### src/rtl/char_contact_dmg_pkg.sv
// Shared game types: game_active encodings, contact FSM states, coordinate type.
// Latency: n/a (types and constants only).
// Backpressure: n/a.
package char_contact_dmg_pkg;

    // game_active encodings driven by the game state machine
    localparam logic [1:0] GAME_IDLE = 2'd0;
    localparam logic [1:0] GAME_PLAY = 2'd1;
    localparam logic [1:0] GAME_OVER = 2'd2;
    localparam logic [1:0] GAME_WIN  = 2'd3;

    // screen-space coordinate / extent
    typedef logic [11:0] coord_t;

    // contact damage FSM
    typedef enum logic [1:0] {
        ST_IDLE   = 2'd0,
        ST_HIT    = 2'd1,
        ST_INVULN = 2'd2
    } contact_state_t;

endpackage

### src/rtl/char_contact_dmg_if.sv
// Bundle between character/boss/HP logic and the contact-damage block.
// Latency: n/a (wiring only).
// Backpressure: none; outputs are level/pulse signals sampled by consumers.
interface char_contact_dmg_if;
    import char_contact_dmg_pkg::*;

    logic       frame_tick;
    logic [1:0] game_active;
    coord_t     char_x;
    coord_t     char_y;
    coord_t     char_lng;
    coord_t     char_hgt;
    coord_t     boss_x;
    coord_t     boss_y;
    coord_t     boss_lng;
    coord_t     boss_hgt;
    logic [3:0] char_hp;
    logic       contact;
    logic       hit_pulse;
    logic [3:0] dmg_amt;
    logic       invulnerable;
    logic       blink;
    logic       knock_dir;

    // producer of boxes/ticks, consumer of damage events
    modport master (
        output frame_tick, game_active, char_x, char_y, char_lng, char_hgt,
               boss_x, boss_y, boss_lng, boss_hgt, char_hp,
        input  contact, hit_pulse, dmg_amt, invulnerable, blink, knock_dir
    );

    // the contact-damage block itself
    modport slave (
        input  frame_tick, game_active, char_x, char_y, char_lng, char_hgt,
               boss_x, boss_y, boss_lng, boss_hgt, char_hp,
        output contact, hit_pulse, dmg_amt, invulnerable, blink, knock_dir
    );

endinterface

### src/rtl/char_contact_dmg_aabb.sv
// Strict axis-aligned box overlap test; touching edges and empty boxes never overlap.
// Latency: combinational.
// Backpressure: none.
module aabb_overlap
    import char_contact_dmg_pkg::*;
(
    input  coord_t a_x,
    input  coord_t a_y,
    input  coord_t a_w,
    input  coord_t a_h,
    input  coord_t b_x,
    input  coord_t b_y,
    input  coord_t b_w,
    input  coord_t b_h,
    output logic   overlap
);

    logic [12:0] a_r, a_b, b_r, b_b;
    logic        nonempty, x_hit, y_hit;

    // far edges in 13 bits so boxes near 4095 cannot wrap
    always_comb begin
        a_r      = {1'b0, a_x} + {1'b0, a_w};
        a_b      = {1'b0, a_y} + {1'b0, a_h};
        b_r      = {1'b0, b_x} + {1'b0, b_w};
        b_b      = {1'b0, b_y} + {1'b0, b_h};
        // strict compare alone would let a zero-width box inside the other count
        nonempty = (a_w != '0) && (a_h != '0) && (b_w != '0) && (b_h != '0);
        x_hit    = ({1'b0, a_x} < b_r) && ({1'b0, b_x} < a_r);
        y_hit    = ({1'b0, a_y} < b_b) && ({1'b0, b_y} < a_b);
        overlap  = nonempty && x_hit && y_hit;
    end

endmodule

### src/rtl/char_contact_dmg.sv
// Character/boss contact damage: one hit per contact, frame-counted invulnerability, blink, knockback.
// Latency: contact 1 clk after boxes; hit_pulse 1 clk after the qualifying frame_tick.
// Backpressure: none; hit_pulse is a single-cycle event the HP logic must take when offered.
module char_contact_dmg
    import char_contact_dmg_pkg::*;
#(
    parameter int unsigned INVULN_FRAMES = 60,
    parameter int unsigned CONTACT_DMG   = 1,
    parameter int unsigned BLINK_BIT     = 2
)(
    input  logic            clk,
    input  logic            rst,
    char_contact_dmg_if.slave bus
);

    localparam logic [7:0] CNT_INIT = 8'(INVULN_FRAMES);
    localparam logic [3:0] DMG      = 4'(CONTACT_DMG);

    contact_state_t state_q, state_d;
    logic [7:0]     cnt_q;
    logic           contact_q;
    logic [3:0]     dmg_q;
    logic           knock_q;
    logic           overlap;
    logic           play;
    logic [13:0]    char_c2, boss_c2;
    logic           hit_c, inv_c, blink_c;

    aabb_overlap u_overlap (
        .a_x    (bus.char_x),
        .a_y    (bus.char_y),
        .a_w    (bus.char_lng),
        .a_h    (bus.char_hgt),
        .b_x    (bus.boss_x),
        .b_y    (bus.boss_y),
        .b_w    (bus.boss_lng),
        .b_h    (bus.boss_hgt),
        .overlap(overlap)
    );

    assign play = (bus.game_active == GAME_PLAY);

    // doubled centres (2*x + w) keep half-pixel precision without division
    assign char_c2 = {1'b0, bus.char_x, 1'b0} + {2'b00, bus.char_lng};
    assign boss_c2 = {1'b0, bus.boss_x, 1'b0} + {2'b00, bus.boss_lng};

    // state register
    always_ff @(posedge clk or posedge rst) begin
        if (rst) state_q <= ST_IDLE;
        else     state_q <= state_d;
    end

    // next state; leaving gameplay overrides everything
    always_comb begin
        state_d = state_q;
        case (state_q)
            ST_IDLE:   if (bus.frame_tick && contact_q && bus.char_hp != 4'd0) state_d = ST_HIT;
            ST_HIT:    state_d = ST_INVULN;
            ST_INVULN: if (bus.frame_tick && cnt_q == 8'd1) state_d = ST_IDLE;
            default:   state_d = ST_IDLE;
        endcase
        if (!play) state_d = ST_IDLE;
    end

    // Moore outputs; a HIT cycle that finds gameplay already gone emits nothing
    always_comb begin
        hit_c   = (state_q == ST_HIT) && play;
        inv_c   = (state_q == ST_INVULN);
        blink_c = inv_c && cnt_q[BLINK_BIT];
    end

    // registered overlap and invulnerability frame counter
    always_ff @(posedge clk or posedge rst) begin
        if (rst) begin
            contact_q <= 1'b0;
            cnt_q     <= 8'd0;
        end else begin
            contact_q <= overlap;
            if (!play) begin
                cnt_q <= 8'd0;
            end else begin
                case (state_q)
                    ST_HIT:    cnt_q <= CNT_INIT;
                    ST_INVULN: if (bus.frame_tick) cnt_q <= cnt_q - 8'd1;
                    default:   cnt_q <= 8'd0;
                endcase
            end
        end
    end

    // damage and knockback captured on entry to HIT so they are valid alongside hit_pulse
    always_ff @(posedge clk or posedge rst) begin
        if (rst) begin
            dmg_q   <= 4'd0;
            knock_q <= 1'b0;
        end else if (state_q == ST_IDLE && state_d == ST_HIT) begin
            dmg_q   <= (bus.char_hp < DMG) ? bus.char_hp : DMG;
            knock_q <= (char_c2 >= boss_c2);
        end
    end

    assign bus.contact      = contact_q;
    assign bus.hit_pulse    = hit_c;
    assign bus.dmg_amt      = dmg_q;
    assign bus.invulnerable = inv_c;
    assign bus.blink        = blink_c;
    assign bus.knock_dir    = knock_q;

endmodule

### src/flat_wrapper.sv
// flat-port wrapper written by rule: the top's interface ports become plain ports
module char_contact_dmg_flat import char_contact_dmg_pkg::*;
#(
    parameter int unsigned INVULN_FRAMES = 60,
    parameter int unsigned CONTACT_DMG   = 1,
    parameter int unsigned BLINK_BIT     = 2
)
  (clk, rst, bus_frame_tick, bus_game_active, bus_char_x, bus_char_y, bus_char_lng, bus_char_hgt, bus_boss_x, bus_boss_y, bus_boss_lng, bus_boss_hgt, bus_char_hp, bus_contact, bus_hit_pulse, bus_dmg_amt, bus_invulnerable, bus_blink, bus_knock_dir);
  char_contact_dmg_if bus_i ();
  input  logic clk;
  input  logic rst;
  input wire logic [$bits(bus_i.frame_tick)-1:0] bus_frame_tick;
  input wire logic [$bits(bus_i.game_active)-1:0] bus_game_active;
  input wire logic [$bits(bus_i.char_x)-1:0] bus_char_x;
  input wire logic [$bits(bus_i.char_y)-1:0] bus_char_y;
  input wire logic [$bits(bus_i.char_lng)-1:0] bus_char_lng;
  input wire logic [$bits(bus_i.char_hgt)-1:0] bus_char_hgt;
  input wire logic [$bits(bus_i.boss_x)-1:0] bus_boss_x;
  input wire logic [$bits(bus_i.boss_y)-1:0] bus_boss_y;
  input wire logic [$bits(bus_i.boss_lng)-1:0] bus_boss_lng;
  input wire logic [$bits(bus_i.boss_hgt)-1:0] bus_boss_hgt;
  input wire logic [$bits(bus_i.char_hp)-1:0] bus_char_hp;
  output wire logic [$bits(bus_i.contact)-1:0] bus_contact;
  output wire logic [$bits(bus_i.hit_pulse)-1:0] bus_hit_pulse;
  output wire logic [$bits(bus_i.dmg_amt)-1:0] bus_dmg_amt;
  output wire logic [$bits(bus_i.invulnerable)-1:0] bus_invulnerable;
  output wire logic [$bits(bus_i.blink)-1:0] bus_blink;
  output wire logic [$bits(bus_i.knock_dir)-1:0] bus_knock_dir;
  assign bus_i.frame_tick = bus_frame_tick;
  assign bus_i.game_active = bus_game_active;
  assign bus_i.char_x = bus_char_x;
  assign bus_i.char_y = bus_char_y;
  assign bus_i.char_lng = bus_char_lng;
  assign bus_i.char_hgt = bus_char_hgt;
  assign bus_i.boss_x = bus_boss_x;
  assign bus_i.boss_y = bus_boss_y;
  assign bus_i.boss_lng = bus_boss_lng;
  assign bus_i.boss_hgt = bus_boss_hgt;
  assign bus_i.char_hp = bus_char_hp;
  assign bus_contact = bus_i.contact;
  assign bus_hit_pulse = bus_i.hit_pulse;
  assign bus_dmg_amt = bus_i.dmg_amt;
  assign bus_invulnerable = bus_i.invulnerable;
  assign bus_blink = bus_i.blink;
  assign bus_knock_dir = bus_i.knock_dir;
  char_contact_dmg #(.INVULN_FRAMES(INVULN_FRAMES), .CONTACT_DMG(CONTACT_DMG), .BLINK_BIT(BLINK_BIT)) u_core (.clk(clk), .rst(rst), .bus(bus_i));
endmodule
### config.mk
export PLATFORM = sky130hd
export DESIGN_NAME = char_contact_dmg_flat
export DESIGN_NICKNAME = d
export VERILOG_FILES = /design/src/rtl/char_contact_dmg_pkg.sv /design/src/rtl/char_contact_dmg_if.sv /design/src/rtl/char_contact_dmg_aabb.sv /design/src/rtl/char_contact_dmg.sv /design/src/flat_wrapper.sv
export SDC_FILE = /design/constraint.sdc
export NUM_CORES = 1
export LEC_CHECK = 0
export ABC_AREA = 1
export CAP_MARGIN = 0
export CORE_AREA = 4 4 142 144
export DETAILED_ROUTE_END_ITERATION = 7
export DIE_AREA = 0 0 146 148
export SKIP_CTS_REPAIR_TIMING = 1
export SLEW_MARGIN = 10
export SYNTH_ARGS = -nofsm -noshare
export SYNTH_HDL_FRONTEND = slang
export SYNTH_HIERARCHICAL = 1
export SYNTH_SLANG_ARGS = --single-unit
### constraint.sdc
create_clock -name clk -period 2.7 [get_ports clk]
set_input_delay 0.54 -clock clk [delete_from_list [all_inputs] [get_ports clk]]
set_output_delay 0.54 -clock clk [all_outputs]
set_load 0.05 [all_outputs]
==> out/metrics.csv <==
metric,value,unit
status,finished clean,
DR WL/cell,13.6,um
gr busiest metal,met2,
synthesized area,0.00557,sq mm
GR Util met2,28.2,%
final core utilization,49.8,%
number of synthesized register bits,16,
"Hold Vio Cnt, Final",0,
"commonest cells after routing, fill and taps aside","buf_4 (176), nand2_1 (171), inv_1 (110)",
H-tree Lvls,1,
HPWL after DPL,15.9,mm
"most common cell after layout, fill and taps aside",buf_4,
first-pass iteration count of the detailed router,5,
DRC viols,0,
Worst-path clk slew,50,ps
# nets final,1387,
synth-to-layout area growth,67.3,%
CTS max path bufs,2,
fin. max-slew vios,0,
gr usage total,15.8,%
drt initial violations,216,
Sink Count,16,
worst-path maximum fanout,3,
"Worst Path Class, Setup",input pin to register,
final setup TNS,0,ps
Setup Viol. Count Final,0,
RSZ-0062 raised after global routing,yes,
"Slowest-stage cell, CP",fa_2,
Clock Latency Late Sink,240,ps
worst-case clock skew,4.77,ps
Die W,146,um
Synth Instances,846,
final WL,18.7,mm
count of input and output buffers,113,
Root Buffer,clkbuf_16,
FMAX,381,MHz
grt met3 use,1.10,%
row count,50,
layout cells sized above 1,29.5,%
final period utilization,97.3,%
most frequent CP cell,nor2_1,
Die Height,148,um
Max VDD drop,0.147,mV
placed cell area,0.00826,sq mm
syn avg cell area,6.58,sq um
DRT antenna net count,0,
type of the worst min-delay path,register to register,
crit path cell chain,buf_2 > ha_2 > inv_1 > fa_2 > inv_1 > nand3_2 > a21oi_2 > nor2_1 > nor2_1 > nor2_1 > xor2_1 > ha_1 > a21o_1 > nand2_2 > nand2_2 > nor2_2 > nand2_1 > nor2_1,
Crit. End Element,register,
gp weighted congestion,0.939,
Tightest Pin Transition,737,ps
initial antenna violation count,0,
Leak,0.00514,uW
vias per cell,4.66,
met1 Resource Use GR,21.6,%
WHS,491,ps
core area,0.0187,sq mm
Starting Density,29.8,%
Slowest Stage Delay on Critical Path,340,ps
full die area,0.0216,sq mm
first-pass GRT wire length,28.5,mm
Slew Limit Headroom,50.8,%
detailed-route via count,6406,
crit start category,input pin,
Power Density,297,mW/mm^2
pin count of the biggest net entering global routing,17,
MaxCap Viol Count,0,
critical path required time,2880,ps
finished layout cell area,0.00931,sq mm
Total Power,2770,uW
TritonCTS buffer count,3,
vias in the first global route,6150,
I/O Pins,114,
syn nets,1091,
YS warnings,6,
CTS tree,built,
# diodes,0,
Tmin final,2630,ps
Unique masters post-synth,35,
WP data arrival,2810,ps
"Seq/Total Area, Yosys",7.19,%
GRT Residual Overflow,0,
-- cells in the mapped netlist --
master / count / share of area, %
a211oi_1: 1 / 0.13
a21boi_0: 1 / 0.13
a21boi_1: 3 / 0.40
a21o_1: 2 / 0.27
a21o_2: 1 / 0.16
a21oi_1: 81 / 7.3
a21oi_2: 1 / 0.16
a31oi_1: 5 / 0.56
dfrtp_1: 16 / 7.2
fa_1: 6 / 2.2
ha_1: 134 / 30
inv_1: 111 / 7.5
inv_2: 5 / 0.34
inv_4: 1 / 0.11
nand2_1: 186 / 13
nand2_2: 10 / 1.1
nand3_1: 43 / 3.9
nand3_2: 3 / 0.54
nand3b_1: 4 / 0.54
nand4_1: 14 / 1.6
nor2_1: 82 / 5.5
nor2_2: 6 / 0.67
nor2_4: 1 / 0.20
nor3_1: 16 / 1.4
nor3b_1: 1 / 0.13
o211a_1: 2 / 0.36
o21a_1: 3 / 0.40
o21ai_0: 20 / 1.8
o21ai_1: 10 / 0.90
o21ai_2: 2 / 0.31
o21bai_1: 6 / 0.81
o22ai_1: 4 / 0.45
o31ai_2: 1 / 0.22
xnor2_1: 17 / 2.7
xor2_1: 47 / 7.4
-- report_power, final --
| part | switching, uW | internal [uW] | total [uW] |
|---|---|---|---|
| combinational | 1120 | 1080 | 2190 |
| sequential | 21.0 | 264 | 285 |
| clock | 94.0 | 195 | 288 |
-- flip-flops by register name (all words and copies together) (netlist names) --
signal / cells
u_core/state_q: 2
u_core/bus.dmg_amt: 4
u_core/bus.knock_dir: 1
u_core/bus.contact: 1
u_core/cnt_q: 8
-- critical path: cells and delay by family --
kind                       cells  cell delay, ps
AOI/OAI and AO/OA              2             380
adders and majority gates      3             840
and+or+nand+nor                9             650
buffers and inverters          3             270
xor gates and xnor gates       1             140
-- kinds of logic after synthesis --
group | synth area share, %
AO/OA/AOI/OAI | 14.4
flip-flops | 7.19
XOR/XNOR | 10.1
AND/OR/NAND/NOR | 28.2
buffers and inverters | 7.93
adder cells (fa/ha/maj) | 32.3
-- area by class of cell --
class	instances	area (sq um)
Inverter	117	442
Clock buffer	3	75.1
Fill cell	1815	9400
Timing Repair Buffer	291	2600
Sequential cell	16	400
Tap cell	234	293
Multi-Input combinational cell	713	5500
-- path summary, 6_finish.rpt --
kind | slack (ps) | cells past startpoint | startpoint | to
setup / recovery | 70 | 18 | bus_boss_x[0] | u_core/bus.contact
hold / removal | 490 | 2 | u_core/bus.knock_dir | u_core/bus.knock_dir
setup reg to reg | 960 | 7 | u_core/state_q[0] | u_core/cnt_q[5]
hold reg to reg | 490 | 2 | u_core/bus.knock_dir | u_core/bus.knock_dir
max in group asynchronous | 1510 | 2 | rst | u_core/cnt_q[5]
min in group asynchronous | 730 | 2 | rst | u_core/state_q[0]
-- per-layer routing --
layer / vias up / wire length, um
li1: 3416 / -
met1: 2868 / 8730
met2: 110 / 9110
met3: 12 / 663
met4: 0 / 226
met5: - / 0
-- per-stage QoR --
stage | instances | setup WS [ps]
after CTS | 1366 | -430
after floorplan | 846 | 85.3
final | 1374 | 73.6
after global routing | 1374 | -53.6
after global placement | 1363 | -636
after detailed placement | 1363 | -686
No activity file was read; power rests on OpenSTA's default activity.
